--- config.mk ---
export PLATFORM = sky130hd
export DESIGN_NAME = exp10_to_complex_reader
export DESIGN_NICKNAME = d
export VERILOG_FILES = /design/src/rtl/exp10_to_complex_reader.sv
export SDC_FILE = /design/constraint.sdc
export NUM_CORES = 1
export LEC_CHECK = 0
export ABC_CLOCK_PERIOD_IN_PS = 8700
export CORE_ASPECT_RATIO = 1.75
export CORE_MARGIN = 1
export CORE_UTILIZATION = 29
export DETAILED_ROUTE_END_ITERATION = 10
export PLACE_DENSITY_LB_ADDON = 0.12
export SLEW_MARGIN = 0
export SYNTH_ARGS = -nofsm -noshare
export SYNTH_HDL_FRONTEND = slang
export SYNTH_SLANG_ARGS = --single-unit
--- constraint.sdc ---
create_clock -name clk -period 8.7 [get_ports clk]
set_input_delay 1.74 -clock clk [delete_from_list [all_inputs] [get_ports clk]]
set_output_delay 1.74 -clock clk [all_outputs]
set_load 0.005 [all_outputs]
--- src/rtl/exp10_to_complex_reader.sv ---
// -----------------------------------------------------------------------------
// exp10_to_complex_reader
//
// Decodes block-floating-point complex samples held in the acquisition sample
// buffer. Each 24-bit buffer word carries a 10-bit I mantissa, a 10-bit Q
// mantissa and a 4-bit shared exponent. A start/length command walks the buffer
// sequentially, expands every word to 16-bit signed I/Q and streams the results
// out under a valid/ready handshake. A 2-entry FIFO absorbs the buffer's
// 1-cycle read latency so the stream can sustain one sample per cycle.
//
// Ports
//   clk, rst        clock (rising edge) and asynchronous active-high reset
//   start           one-cycle command pulse, ignored while busy
//   start_addr      first buffer address, sampled with start
//   length          sample count 0..2^ADDR_WIDTH, sampled with start
//   abort           synchronous cancel of the current command
//   busy            command in progress
//   done            one-cycle pulse after the last sample is accepted
//   mem_rd          buffer read strobe
//   mem_addr        buffer read address, valid with mem_rd
//   mem_rdata       read data, valid one cycle after mem_rd
//   out_valid       output sample valid
//   out_ready       downstream ready
//   out_i, out_q    expanded 16-bit two's complement I/Q
//   exp_err         sticky flag: an exponent above 6 was decoded
// -----------------------------------------------------------------------------
module exp10_to_complex_reader #(
  parameter int ADDR_WIDTH = 10
) (
  input  logic                  clk,
  input  logic                  rst,
  input  logic                  start,
  input  logic [ADDR_WIDTH-1:0] start_addr,
  input  logic [ADDR_WIDTH:0]   length,
  input  logic                  abort,
  output logic                  busy,
  output logic                  done,
  output logic                  mem_rd,
  output logic [ADDR_WIDTH-1:0] mem_addr,
  input  logic [23:0]           mem_rdata,
  output logic                  out_valid,
  input  logic                  out_ready,
  output logic [15:0]           out_i,
  output logic [15:0]           out_q,
  output logic                  exp_err
);

  typedef enum logic [1:0] {
    ST_IDLE  = 2'd0,
    ST_RUN   = 2'd1,
    ST_DRAIN = 2'd2
  } state_t;

  state_t                state_q, state_d;
  logic [ADDR_WIDTH-1:0] addr_q, addr_d;
  logic [ADDR_WIDTH:0]   remaining_q, remaining_d;
  logic                  inflight_q;
  logic                  done_q, done_d;
  logic                  exp_err_q, exp_err_d;

  // Output FIFO: two already-expanded I/Q entries
  logic [15:0] fifo_ich_q [2];
  logic [15:0] fifo_qch_q [2];
  logic        wr_ptr_q;
  logic        rd_ptr_q;
  logic [1:0]  count_q;

  logic        pop;
  logic        push;
  logic        rd_issue;
  logic [2:0]  occupancy;

  // Decode of the word returning from the buffer
  logic [9:0]  mant_ich;
  logic [9:0]  mant_qch;
  logic [3:0]  exp_raw;
  logic        exp_bad;
  logic [2:0]  shift;
  logic [15:0] dec_ich;
  logic [15:0] dec_qch;

  assign mant_ich = mem_rdata[23:14];
  assign mant_qch = mem_rdata[13:4];
  assign exp_raw  = mem_rdata[3:0];
  // Exponents above 6 would overflow 16 bits; clamp to 6 and flag it.
  assign exp_bad  = (exp_raw > 4'd6);
  assign shift    = exp_bad ? 3'd6 : exp_raw[2:0];
  assign dec_ich  = {{6{mant_ich[9]}}, mant_ich} << shift;
  assign dec_qch  = {{6{mant_qch[9]}}, mant_qch} << shift;

  assign out_valid = (count_q != 2'd0);
  assign pop       = out_valid & out_ready;
  // Read data arriving during an abort cycle belongs to the cancelled command.
  assign push      = inflight_q & ~abort;

  // Samples buffered plus in flight, as they will stand after this cycle's pop.
  // Issuing a read only while this is below 2 keeps the FIFO from overflowing.
  assign occupancy = {1'b0, count_q} + {2'b00, inflight_q} - {2'b00, pop};

  assign rd_issue = (state_q == ST_RUN) && !abort &&
                    (remaining_q != '0) && (occupancy < 3'd2);

  assign mem_rd   = rd_issue;
  assign mem_addr = addr_q;
  assign busy     = (state_q != ST_IDLE);
  assign done     = done_q;
  assign exp_err  = exp_err_q;
  assign out_i    = fifo_ich_q[rd_ptr_q];
  assign out_q    = fifo_qch_q[rd_ptr_q];

  // Next-state and command bookkeeping
  always_comb begin
    state_d     = state_q;
    addr_d      = addr_q;
    remaining_d = remaining_q;
    done_d      = 1'b0;
    exp_err_d   = exp_err_q;

    if (push && exp_bad) begin
      exp_err_d = 1'b1;
    end

    if (abort) begin
      state_d     = ST_IDLE;
      remaining_d = '0;
    end else begin
      case (state_q)
        ST_IDLE: begin
          if (start) begin
            exp_err_d = 1'b0;
            if (length != '0) begin
              state_d     = ST_RUN;
              addr_d      = start_addr;
              remaining_d = length;
            end else begin
              // Empty command completes immediately without touching the buffer.
              done_d = 1'b1;
            end
          end
        end
        ST_RUN: begin
          if (rd_issue) begin
            addr_d      = addr_q + 1'b1;  // wraps naturally at the top of the buffer
            remaining_d = remaining_q - 1'b1;
            if (remaining_q == {{ADDR_WIDTH{1'b0}}, 1'b1}) begin
              state_d = ST_DRAIN;
            end
          end
        end
        ST_DRAIN: begin
          // Nothing in flight and the last buffered sample leaves this cycle.
          if (occupancy == 3'd0) begin
            done_d  = 1'b1;
            state_d = ST_IDLE;
          end
        end
        default: begin
          state_d = ST_IDLE;
        end
      endcase
    end
  end

  always_ff @(posedge clk or posedge rst) begin
    if (rst) begin
      state_q     <= ST_IDLE;
      addr_q      <= '0;
      remaining_q <= '0;
      inflight_q  <= 1'b0;
      done_q      <= 1'b0;
      exp_err_q   <= 1'b0;
    end else begin
      state_q     <= state_d;
      addr_q      <= addr_d;
      remaining_q <= remaining_d;
      inflight_q  <= rd_issue;
      done_q      <= done_d;
      exp_err_q   <= exp_err_d;
    end
  end

  // Output FIFO storage and pointers
  always_ff @(posedge clk or posedge rst) begin
    if (rst) begin
      wr_ptr_q <= 1'b0;
      rd_ptr_q <= 1'b0;
      count_q  <= 2'd0;
      for (int k = 0; k < 2; k++) begin
        fifo_ich_q[k] <= '0;
        fifo_qch_q[k] <= '0;
      end
    end else if (abort) begin
      wr_ptr_q <= 1'b0;
      rd_ptr_q <= 1'b0;
      count_q  <= 2'd0;
    end else begin
      if (push) begin
        fifo_ich_q[wr_ptr_q] <= dec_ich;
        fifo_qch_q[wr_ptr_q] <= dec_qch;
        wr_ptr_q             <= ~wr_ptr_q;
      end
      if (pop) begin
        rd_ptr_q <= ~rd_ptr_q;
      end
      count_q <= count_q + {1'b0, push} - {1'b0, pop};
    end
  end

endmodule

# Word-level counts from Yosys, hierarchy flattened
# Cells that the tools add are included.
# totals
word_cells	105
register_bits	94
out_inout_bits	47
in_bits	50
# op_classes
n_addsub	6
n_lt_le_gt_ge	5
reduce_logical	20
bitwise	7
eq_ne	11
muxes	41
shift	2
# op_table
operator	count
16-bit two-way mux	7
32-bit bitwise mux	2
11-bit two-way mux	4
16-bit by 3-bit << shifter with 16-bit output	2
10-bit two-way mux	3
11-bit one-hot mux with 2 select lines	1
11-bit nonzero test	2
10-bit one-hot mux with 2 select lines	1
16-bit demux with 1-bit select	1
2-bit two-way mux	7
1-bit two-way mux	12
3-bit inequality test (second input constant)	4
11-bit by 1-bit equality test with 1-bit output (second input constant)	1
11-bit by 1-bit subtractor with 11-bit output (second input constant)	1
10-bit by 1-bit adder with 10-bit output (second input constant)	1
5-bit AND reduction	2
2-bit nonzero test	5
2-bit inequality test (second input constant)	3
2-bit one-hot mux with 3 select lines	1
1-bit logical AND	5
2-bit greater-or-equal comparator (second input constant)	2
4-bit by 3-bit > comparator with 1-bit output (second input constant)	1
1-bit NOT with 2-bit output	2
4-bit AND reduction	1
18 further kinds	21

# Depth between registers and ports, before layout
# depth
ltp_word	8
depth_mapped	12

# Worst setup path before layout
# No wires, ideal clock.
# synth_path
kind	input-to-output
start	in out_ready
end	out mem_rd
required_ns	6.960
arrival_time_ns	3.289
setup_slack_ns	3.671
cell_stages	9
path_cell_list	nand2_1 -> mux2i_1 -> ha_1 -> inv_1 -> fa_1 -> xor2_1 -> nor3b_2 -> nand3_1 -> inv_1
# synth_via
elab_chain_cells	4
# synth_rtl
element	line_no	source
start, declared	42	input logic out_ready,
1-bit AND	92	assign pop = out_valid & out_ready;
3-bit by 1-bit subtractor with 3-bit output	98	assign occupancy = {1'b0, count_q} + {2'b00, inflight_q} - {2'b00, pop};
3-bit by 2-bit less-than comparator with 1-bit output	101	(remaining_q != '0) && (occupancy < 3'd2);
1-bit logical AND	101	
end, declared	38	output logic mem_rd,
# Every way passes these cells.

# Worst setup path after layout
# Ends and elaborated chain as after synthesis.

==> metrics <==
final instance area=6970 sq um; share of power burned in registers=33.7%; initial antenna violation count=0; top cells by area, synth=dfrtp_1, mux2_2, o21ai_0; Max VDD drop=0.000152 V; unrepaired setup endpoints after global routing=false; total negative setup slack=0 ns; Slew @ Worst Pin=1.08 ns; power per cell area=308 nW/um^2; DP HPWL=11,900 um; final core utilization=around 38%; GR Util met1=18.9%; crit path DAT=between 4 and 5 ns; P_int=0.00134 W; Global Route met3 Usage=3.54%; Slowest-stage cell, CP=clkdlybuf4s50_1; total setup buffers inserted after CTS=0; CP endpoint kind=primary output; Vias=roughly 4,700; Clk pwr share=about a fifth; critical path class=input pin to primary output; drt drc=0; Clock Path Buffers=2; CP delay by family, top=buffers and inverters; CTS Buf Count=9; Hold Crit Class=flip-flop to flip-flop; Final Power=0.00215 W; CTS tree=yes; core area=around 19,000 sq um; chip width=about 110 um; ANT cells=0; worst setup margin=2.40 ns; EDFF count, synth=0; area grow syn2layout=26.2%; Root Buffer=clkbuf_16; Net Sw Power=0.000807 W; Setup WS pre-CTS=2.41 ns; Cell Area, Synth=5520 sq um; DRT Pass-1 Iters=4; clk sinks=94; switching portion of total power=37.6%; met2 Resource Use GR=32.9%; FF+latch area=~2400 sq um; Hold-fix buffers, CTS=0; GP Congestion=around 0.83; Setup Viol. Count Final=0; Largest stage delay, worst path=0.51 ns; Gate power share=46.3%; area of the multi-input gates=2950 sq um; Fmax=159 MHz; Die H=185 um; leakage=around 3 nW; maxcap violations=0; wire per inst=18.1 um; maximum number of pins on one net before global-route repair=64; Post-synth ARST share=100%; vias in the first global route=just under 5,000; register area share after synthesis=between 40% and 50%; Synth warnings=0; status=finished, final reports clean; syn avg cell area=9.33 sq um; CTS clk-pin slew, worst paths=0.07 ns; GRT busiest layer=met2; Period minus WS final=6.30 ns; top cell type's share of synthesized area=42.6%; post-cts sizing count=0; Filler Cells Inserted=1,911; final hold viol count=0; Max Clock Skew=approximately 0.0071 ns; Cell Chain, Critical Path=clkdlybuf4s50_1, nand2_1, mux2i_1, ha_1, inv_1, fa_1, xor2_1, nor3b_2, nand3_1, inv_1, clkdlybuf4s50_1; FF+latch count, synth=between 90 and 100; post-synth top area cell=dfrtp_1; GR Overflow Total=0; global-route wire length before repair=~26,000 um; die footprint=just under 20,000 sq um; # rows=66; ys flop type=dfrtp_1; placed cell areas=about 6700 sq um; Clk Latency, worst-skew pair=0.35 ns; DRT antenna net count=0; Ports=between 90 and 100; Worst Setup Start Kind=input pin; worst rel slew slack=28.0%; Worst Path Buf+Inv=4; initial core utilization=29.7%; syn nets=650; initial drt markers=157; Synth cell types=between 60 and 70; Syn Inst Count=592; Final period util=around 72%; Required @ worst endpoint=6.96 ns; H-tree depth=3; Worst Path Max Fanout=4; fin. max-slew vios=0; final wirelength=16,500 um; share of cells above drive strength 1=11.3%; Total Nets Final=just over 700; IO Port Bufs=96; All-Layer GR Usage=between 15 and 20%; vias per cell=5.17
routing by layer:
metal / routed length (um) / vias up / part of all wire, %
met4: 312 / 0 / 1.9
li1: - / 2280 / -
met3: 663 / 18 / 4.0
met2: 8920 / 109 / 54
met5: 0 / - / 0
met1: 6600 / 2295 / 40
synthesized netlist by cell type (5+ instances only):
cell type  instances
o21ai_0           68
dfrtp_1           94
nand2_1           89
ha_1               7
inv_1             13
o31ai_1           11
mux2i_1           33
mux2_2            34
clkbuf_1          26
buf_2              7
a2bb2oi_1          8
nand3_1           14
nor2b_1            5
a21oi_1           21
nor2_1            32
and2_1             6
nor3_1            16
a31oi_1            8
nand2b_1           6
layout by cell type, fill, tap and decap left out, types with 13 or more instances in the layout:
master / netlist / routed
nand3_1: 14 / 13
mux2_2: 34 / 34
nor3_1: 16 / 16
nand2_1: 89 / 89
a21oi_1: 21 / 21
dfrtp_1: 94 / 94
o21ai_0: 68 / 68
nor2_1: 32 / 32
clkdlybuf4s50_1: 0 / 96
mux2i_1: 33 / 33
cells by family (layout without fill, tap and decap cells):
| group | Yosys count | count (layout) | synth area share [%] |
|---|---|---|---|
| AOI/OAI and AO/OA | 159 | 159 | 18.6 |
| xor gates and xnor gates | 7 | 7 | 1.11 |
| adders and majority gates | 8 | 8 | 1.95 |
| buffers and inverters | 52 | 131 | 4.17 |
| DFF | 94 | 94 | 42.6 |
| muxes | 69 | 69 | 13.7 |
| and+or+nand+nor | 203 | 203 | 17.9 |
area by class of cell:
| type | instances | area share [%] |
|---|---|---|
| repair buffers | 103 | 14.5 |
| inverters | 13 | 0.718 |
| clock inverters | 5 | 1.20 |
| multi-input cells | 446 | 42.2 |
| clock buffers | 10 | 3.28 |
| well taps | 238 | 4.27 |
| flip-flops and latches | 94 | 33.7 |
path summary, 6_finish.rpt:
kind | cells after the start | start | endpoint | slack [ns]
worst max-delay path | 11 | out_ready | mem_rd | 2.40
worst min-delay path | 2 | fifo_ich_q[21]$_DFFE_PP0P_ | fifo_ich_q[21]$_DFFE_PP0P_ | 0.47
worst max register to register | 10 | count_q[1]$_DFF_PP0_ | remaining_q[8]$_DFFE_PP0P_ | 5.51
worst min register to register | 2 | fifo_ich_q[21]$_DFFE_PP0P_ | fifo_ich_q[21]$_DFFE_PP0P_ | 0.47
max in group asynchronous | 3 | rst | fifo_ich_q[10]$_DFFE_PP0P_ | 5.68
min in group asynchronous | 2 | rst | count_q[0]$_DFF_PP0_ | 1.77
state kept, by name (all words and copies together), names as in the netlist, 2 cells and up:
name	count
count_q	2
fifo_ich_q	32
mem_addr	10
fifo_qch_q	32
state_q	2
remaining_q	11
power groups by stage:
stage / Combinational, W / Clock (W) / Sequential [W]
3_3_place_gp: 0.000999 / 0 / 0.000725
5_1_grt: 0.00111 / 0.000464 / 0.000749
6_report: 0.000996 / 0.000429 / 0.000724
4_1_cts: 0.00101 / 0.000449 / 0.000725
2_1_floorplan: 0.000619 / 0 / 0.000691
3_5_place_dp: 0.00100 / 0 / 0.000732
worst register-to-register path, delay by kind of cell, from the launching register on:
| kind | cells | cell delay [ns] |
|---|---|---|
| AO/OA/AOI/OAI | 2 | 0.96 |
| AND/OR/NAND/NOR | 4 | 0.92 |
| adder cells (fa/ha/maj) | 2 | 0.60 |
| flip-flops | 1 | 0.44 |
| multiplexers | 1 | 0.09 |
| buffers and inverters | 1 | 0.07 |
per-stage QoR:
step | std cells | hold slack [ns]
2_1_floorplan | 592 | 0.442
3_3_place_gp | 894 | 0.455
3_5_place_dp | 894 | 0.461
4_1_cts | 909 | 0.480
5_1_grt | 909 | 0.496
6_report | 909 | 0.474
Note: power is estimated with default switching activity, not from simulation.
